### src/rtl/midi_pkg.sv
// rtl/midi_pkg.sv - shared widths, allocator FSM state and voice record type
//
// Contents:
//   NOTE_W, VEL_W   : MIDI note / velocity field widths
//   alloc_state_t   : allocator FSM states (IDLE accepts, APPLY resolves)
//   voice_t         : per-voice register record {gate, note, velocity}

package midi_pkg;

    localparam int NOTE_W = 7;
    localparam int VEL_W  = 7;

    typedef enum logic [0:0] {
        IDLE  = 1'b0,
        APPLY = 1'b1
    } alloc_state_t;

    typedef struct packed {
        logic              gate;
        logic [NOTE_W-1:0] note;
        logic [VEL_W-1:0]  velocity;
    } voice_t;

endpackage

### src/rtl/voice_lru.sv
// rtl/voice_lru.sv - least-recently-started rank tracker for the voice bank
//
// Ports:
//   clk, rst_n   : clock, asynchronous active-low reset
//   promote_en   : move voice promote_idx to rank 0 this cycle
//   promote_idx  : voice being started or restarted
//   oldest_idx   : voice currently holding rank NUM_VOICES-1 (steal victim)
//
// Ranks are a permutation of 0..NUM_VOICES-1; rank 0 is the most recently
// started voice. Reset gives voice i rank i.

module voice_lru #(
    parameter int NUM_VOICES = 4,
    parameter int AGE_W      = $clog2(NUM_VOICES)
) (
    input  logic             clk,
    input  logic             rst_n,
    input  logic             promote_en,
    input  logic [AGE_W-1:0] promote_idx,
    output logic [AGE_W-1:0] oldest_idx
);

    logic [AGE_W-1:0] rank [NUM_VOICES];
    logic [AGE_W-1:0] promote_rank;

    assign promote_rank = rank[promote_idx];

    // Every voice younger than the promoted one ages by one; the promoted
    // voice becomes the youngest. This keeps the ranks a permutation.
    always_ff @(posedge clk or negedge rst_n) begin
        if (!rst_n) begin
            for (int i = 0; i < NUM_VOICES; i++) begin
                rank[i] <= AGE_W'(i);
            end
        end else if (promote_en) begin
            for (int i = 0; i < NUM_VOICES; i++) begin
                if (AGE_W'(i) == promote_idx) begin
                    rank[i] <= '0;
                end else if (rank[i] < promote_rank) begin
                    rank[i] <= rank[i] + 1'b1;
                end
            end
        end
    end

    always_comb begin
        oldest_idx = '0;
        for (int i = 0; i < NUM_VOICES; i++) begin
            if (rank[i] == AGE_W'(NUM_VOICES - 1)) begin
                oldest_idx = AGE_W'(i);
            end
        end
    end

endmodule

### src/rtl/voice_allocator.sv
// rtl/voice_allocator.sv - polyphonic note-to-voice allocator with LRU stealing
//
// Ports:
//   clk, rst_n      : clock, asynchronous active-low reset
//   evt_valid/ready : note event handshake (one event per two cycles)
//   evt_on          : 1 = note-on, 0 = note-off (note-on velocity 0 = off)
//   evt_note        : MIDI note number
//   evt_velocity    : MIDI velocity
//   voice_gate      : per-voice key-down level
//   voice_note      : packed notes, voice i at [7i+6:7i]
//   voice_velocity  : packed velocities, same packing
//   voice_trig      : one-cycle pulse on the voice started/restarted
//   voice_stolen    : one-cycle pulse when a note-on steals a busy voice

module voice_allocator
    import midi_pkg::*;
#(
    parameter int NUM_VOICES = 4,
    parameter int AGE_W      = $clog2(NUM_VOICES)
) (
    input  logic                         clk,
    input  logic                         rst_n,
    input  logic                         evt_valid,
    output logic                         evt_ready,
    input  logic                         evt_on,
    input  logic [NOTE_W-1:0]            evt_note,
    input  logic [VEL_W-1:0]             evt_velocity,
    output logic [NUM_VOICES-1:0]        voice_gate,
    output logic [NUM_VOICES*NOTE_W-1:0] voice_note,
    output logic [NUM_VOICES*VEL_W-1:0]  voice_velocity,
    output logic [NUM_VOICES-1:0]        voice_trig,
    output logic                         voice_stolen
);

    alloc_state_t              state;
    logic                      lat_on;
    logic [NOTE_W-1:0]         lat_note;
    logic [VEL_W-1:0]          lat_vel;
    voice_t [NUM_VOICES-1:0]   voices;

    logic                      match_found;
    logic [AGE_W-1:0]          match_idx;
    logic                      free_found;
    logic [AGE_W-1:0]          free_idx;
    logic [AGE_W-1:0]          oldest_idx;
    logic [AGE_W-1:0]          target_idx;
    logic                      promote_en;

    assign evt_ready = (state == IDLE);

    // Match only considers gated voices: a released voice keeps its note for
    // the envelope tail but is free for reuse.
    always_comb begin
        match_found = 1'b0;
        match_idx   = '0;
        free_found  = 1'b0;
        free_idx    = '0;
        for (int i = 0; i < NUM_VOICES; i++) begin
            if (voices[i].gate && (voices[i].note == lat_note)) begin
                match_found = 1'b1;
                match_idx   = AGE_W'(i);
            end
            if (!voices[i].gate && !free_found) begin
                free_found = 1'b1;
                free_idx   = AGE_W'(i);
            end
        end
    end

    // Note-on priority: retrigger own voice, else lowest free, else oldest.
    assign target_idx = match_found ? match_idx :
                        free_found  ? free_idx  : oldest_idx;

    assign promote_en = (state == APPLY) && lat_on;

    voice_lru #(
        .NUM_VOICES (NUM_VOICES),
        .AGE_W      (AGE_W)
    ) u_lru (
        .clk         (clk),
        .rst_n       (rst_n),
        .promote_en  (promote_en),
        .promote_idx (target_idx),
        .oldest_idx  (oldest_idx)
    );

    always_ff @(posedge clk or negedge rst_n) begin
        if (!rst_n) begin
            state        <= IDLE;
            lat_on       <= 1'b0;
            lat_note     <= '0;
            lat_vel      <= '0;
            voices       <= '0;
            voice_trig   <= '0;
            voice_stolen <= 1'b0;
        end else begin
            voice_trig   <= '0;
            voice_stolen <= 1'b0;
            case (state)
                IDLE: begin
                    if (evt_valid) begin
                        // Velocity-0 note-on folds into note-off here so
                        // APPLY only sees two kinds of event.
                        lat_on   <= evt_on && (evt_velocity != '0);
                        lat_note <= evt_note;
                        lat_vel  <= evt_velocity;
                        state    <= APPLY;
                    end
                end
                APPLY: begin
                    state <= IDLE;
                    if (lat_on) begin
                        voices[target_idx].gate     <= 1'b1;
                        voices[target_idx].note     <= lat_note;
                        voices[target_idx].velocity <= lat_vel;
                        voice_trig[target_idx]      <= 1'b1;
                        voice_stolen                <= !match_found && !free_found;
                    end else if (match_found) begin
                        voices[match_idx].gate <= 1'b0;
                    end
                end
                default: state <= IDLE;
            endcase
        end
    end

    always_comb begin
        voice_gate     = '0;
        voice_note     = '0;
        voice_velocity = '0;
        for (int i = 0; i < NUM_VOICES; i++) begin
            voice_gate[i]                       = voices[i].gate;
            voice_note[i*NOTE_W +: NOTE_W]      = voices[i].note;
            voice_velocity[i*VEL_W +: VEL_W]    = voices[i].velocity;
        end
    end

endmodule

### config.mk
export PLATFORM = sky130hd
export DESIGN_NAME = voice_allocator
export DESIGN_NICKNAME = d
export VERILOG_FILES = /design/src/rtl/midi_pkg.sv /design/src/rtl/voice_lru.sv /design/src/rtl/voice_allocator.sv
export SDC_FILE = /design/constraint.sdc
export NUM_CORES = 1
export LEC_CHECK = 0
export CAP_MARGIN = 20
export CORE_ASPECT_RATIO = 2
export CORE_MARGIN = 1.5
export CORE_UTILIZATION = 47
export DETAILED_ROUTE_END_ITERATION = 12
export GPL_TIMING_DRIVEN = 0
export HOLD_SLACK_MARGIN = 0.1
export PLACE_DENSITY = 0.89
export REMOVE_ABC_BUFFERS = 1
export SETUP_SLACK_MARGIN = 0.02
export SLEW_MARGIN = 30
export SYNTH_ARGS = -nofsm -noshare
export SYNTH_HDL_FRONTEND = slang
export SYNTH_SLANG_ARGS = --single-unit
### constraint.sdc
create_clock -name clk -period 2.5 [get_ports clk]
set_input_delay 0.375 -clock clk [delete_from_list [all_inputs] [get_ports clk]]
set_output_delay 0.375 -clock clk [all_outputs]
set_load 0.01 [all_outputs]
==> run summary <==
- **count of unique library cells instantiated by Yosys** 58
- **overflow left after global routing** 0
- **GR met3 Demand/Resource** 5.41%
- **final WL** 16.0 mm
- **largest net degree at the start of global routing** 69
- **CTS sink cnt** 89
- **TritonCTS clock tree** built
- **first-pass GRT wire length** 20.9 mm
- **overall global routing resource usage** 28.9%
- **starting density of the core** 48.0%
- **clk buf depth** 2
- **most frequent cell after synthesis** sky130_fd_sc_hd__dfrtp_1
- **DRC viols** 0
- **number of port buffers** 83
- **met2 Track Usage GR** 52.8%
- **die footprint** 9700 um2
- **post-synthesis sequential element count** 89
- **number of rows in the core area** 49
- **CP arrival** 3.13 ns
- **num ports** 84
- **Critical Path RT** 2.75 ns
- **Max IR drop VDD** 0.912 mV
- **final critical path time including I/O delays and setup** 2.88 ns
- **static leakage** 2.82 nW
- **area growth from synthesis to layout** 56.8%
- **via total after detailed routing** 3746
- **FF-to-FF End** u_lru.rank[4]
- **Async SR Flop Fraction** 100%
- **sum of negative setup slack** -7.77 ns
- **Tightest Hold Check Type** in2async
- **power per cell area** 1330 nW/um2
- **via density per instance** 6.41
- **final hold viol count** 0
- **antenna viol nets, final** 0
- **Chip Height** 138 um
- **DP Wirelength** 7.70 mm
- **Critical Path End Type** flip-flop
- **Root Driver** sky130_fd_sc_hd__clkbuf_16
- **Critical R2R Launch** u_lru.rank[3]
- **Core Region** 8890 um2
- **cells taking the most area after synthesis** sky130_fd_sc_hd__dfrtp_1 50%, sky130_fd_sc_hd__mux2_2 18%, sky130_fd_sc_hd__xor2_1 4.9%
- **worst hold slack** 0.448 ns
- **total iterations of the first detailed-routing run** 5
- **number of global-route vias before repair** 3766
- **met1 layer usage reported by global route** 28.7%
- **Worst Setup Path Type** reg2reg
- **Fin Clk Skew** 0.0104 ns
- **worst-path fanout max** 6
- **routed length per placed instance** 27.4 um
- **unrepaired setup endpoints after global routing** true
- **max-capacitance violation count** 0
- **setup violators final** 50
- **final slew viol count** 0
- **number of design-rule violations left by the first detailed-router iteration** 369
- **share of the clock period used by the worst path after layout** 115%
- **number of levels in the clock H-tree** 3
- **top cell types by occurrence after synthesis** 85 x sky130_fd_sc_hd__dfrtp_1, 67 x sky130_fd_sc_hd__mux2_2, 24 x sky130_fd_sc_hd__xor2_1, 13 x sky130_fd_sc_hd__nor2_1
- **Synthesis Warnings** 0
- **relative slew slack** 50.3%
- **post-synthesis instance total** 337
- **highest clock rate** 348 MHz
- **violations in the final reports** negative setup slack
- **netlist area before placement** 4270 um2
- **chip width** 70.4 um
- **post-synthesis area per instance** 12.7 um2
- **worst r2r path cells** 9
- **Inserted Clock Buffers** 9
- **final worst slack** -0.377 ns
- **leading register cell type out of synthesis** sky130_fd_sc_hd__dfrtp_1
- **power after layout** 8.89 mW
- **fraction of final layout cells with drive strength greater than 1** 47.3%
- **Clk pin slew, worst setup/hold paths** 0.07 ns
- **layout net count** 498
- **reg2reg setup slack** -0.38 ns
- **Tightest Pin Transition** 0.744 ns
- **highest-utilization routing layer at the global route stage** met2
- **number of diodes added for antenna fixing** 0
- **status** finished with violations
- **kind of start point of the critical path** flip-flop
- **placement-stage cell area** 5190 um2
- **final RePlAce weighted congestion** 0.924
- **area share of the largest cell type after synthesis** 49.8%
- **sequential share of the synthesized area** 52.3%
- **clock insertion delay at the later pin of the skew report** 0.35 ns
- **cell taking the most area after synthesis** sky130_fd_sc_hd__dfrtp_1
- **post-layout util** 75.3%
- **final cell area excluding filler cells** 6700 um2
- **Post-synth EDFFs** 0
- **antenna violations before repair** 0
[critical path, stage by stage (launching register included)]
cell	delay, ns
sky130_fd_sc_hd__dfstp_2	0.56
sky130_fd_sc_hd__ha_4	0.16
sky130_fd_sc_hd__nor2b_4	0.04
sky130_fd_sc_hd__o311ai_1	0.60
sky130_fd_sc_hd__nor2_1	0.19
sky130_fd_sc_hd__nand4_1	0.22
sky130_fd_sc_hd__nand4_4	0.18
sky130_fd_sc_hd__or2_4	0.34
sky130_fd_sc_hd__or2_4	0.27
sky130_fd_sc_hd__a311oi_2	0.24
[power breakdown]
group	internal (mW)	switching (mW)
clock network	0.795	0.621
logic	2.54	2.32
registers	2.01	0.597
total	5.34	3.54
[repair_timing]
action	CTS	global route
setup endpoints to repair	66	64
buffers inserted	42	15
endpoints found under the hold margin	21	0
resized for setup	78	46
pin swaps	29	8
hold buffers	1	0
gates cloned	2	2
[layout by cell type, fill, tap and decap left out, types with 4 or more instances in the layout]
cell type | netlist | final
sky130_fd_sc_hd__clkdlybuf4s50_1 | 0 | 82
sky130_fd_sc_hd__buf_12 | 0 | 7
sky130_fd_sc_hd__nor2_1 | 13 | 9
sky130_fd_sc_hd__o21ai_0 | 10 | 9
sky130_fd_sc_hd__dfrtp_1 | 85 | 75
sky130_fd_sc_hd__xor2_1 | 24 | 13
sky130_fd_sc_hd__xor2_2 | 1 | 10
sky130_fd_sc_hd__mux2_2 | 67 | 43
sky130_fd_sc_hd__clkbuf_16 | 0 | 11
sky130_fd_sc_hd__mux2_4 | 0 | 27
sky130_fd_sc_hd__nand3_1 | 8 | 7
sky130_fd_sc_hd__nor3_1 | 6 | 4
sky130_fd_sc_hd__or2_4 | 0 | 4
sky130_fd_sc_hd__buf_6 | 2 | 10
sky130_fd_sc_hd__dfstp_2 | 4 | 4
sky130_fd_sc_hd__nand4_1 | 4 | 4
sky130_fd_sc_hd__dfrtp_2 | 0 | 10
sky130_fd_sc_hd__nor4_4 | 2 | 4
sky130_fd_sc_hd__buf_4 | 8 | 42
sky130_fd_sc_hd__a21oi_1 | 8 | 6
sky130_fd_sc_hd__nand2_1 | 12 | 9
sky130_fd_sc_hd__inv_1 | 12 | 12
[cell families after synthesis]
group                      Yosys count  share of synthesized area, %
adders and majority gates            3                         0.879
xor gates and xnor gates            28                          5.92
AOI/OAI and AO/OA                   48                          8.65
and+or+nand+nor                     69                          9.97
DFF                                 89                          52.3
muxes                               70                          18.5
buffers and inverters               30                          3.84
[routing by layer]
layer  share of wire, %  vias up
met1                 32     1879
met5                  0        -
li1                   -     1489
met4                 10        0
met2                 50      266
met3                7.0      112
[sequential cells by signal (all words and copies together), names as in the netlist]
name / count
voice_trig: 4
state: 1
lat_vel: 7
lat_note: 7
voice_stolen: 1
lat_on: 1
u_lru.rank: 8
voice_gate: 4
voice_velocity: 28
voice_note: 28
[layout make-up]
cell class,instances,area (um2)
timing repair buffer,146,1500
clock buffer,9,225
inverter,12,45.0
clock inverter,7,85.1
tap,102,128
multi-input combinational,219,2460
sequential,89,2240
fill,440,2190
[worst max path at each step]
stage,to,depth (start not counted),slack (ns),start
finish,u_lru.rank[4],9,-0.38,u_lru.rank[3]
detailed placement,u_lru.rank[4],8,-0.59,lat_note[5]
CTS,u_lru.rank[4],9,-0.04,lat_note[0]
global route,u_lru.rank[4],9,-0.33,u_lru.rank[3]
global placement,lat_note[0],1,-1.98,rst_n
floorplan,voice_note[10],7,-0.26,u_lru.rank[2]
[through the flow]
stage | cells | worst slack (ns)
after global routing | 584 | -0.334
after floorplan | 319 | -0.255
after CTS | 568 | -0.0354
after detailed placement | 508 | -0.591
after global placement | 504 | -1.98
final | 584 | -0.377
Note: power is estimated with default switching activity, not from simulation.
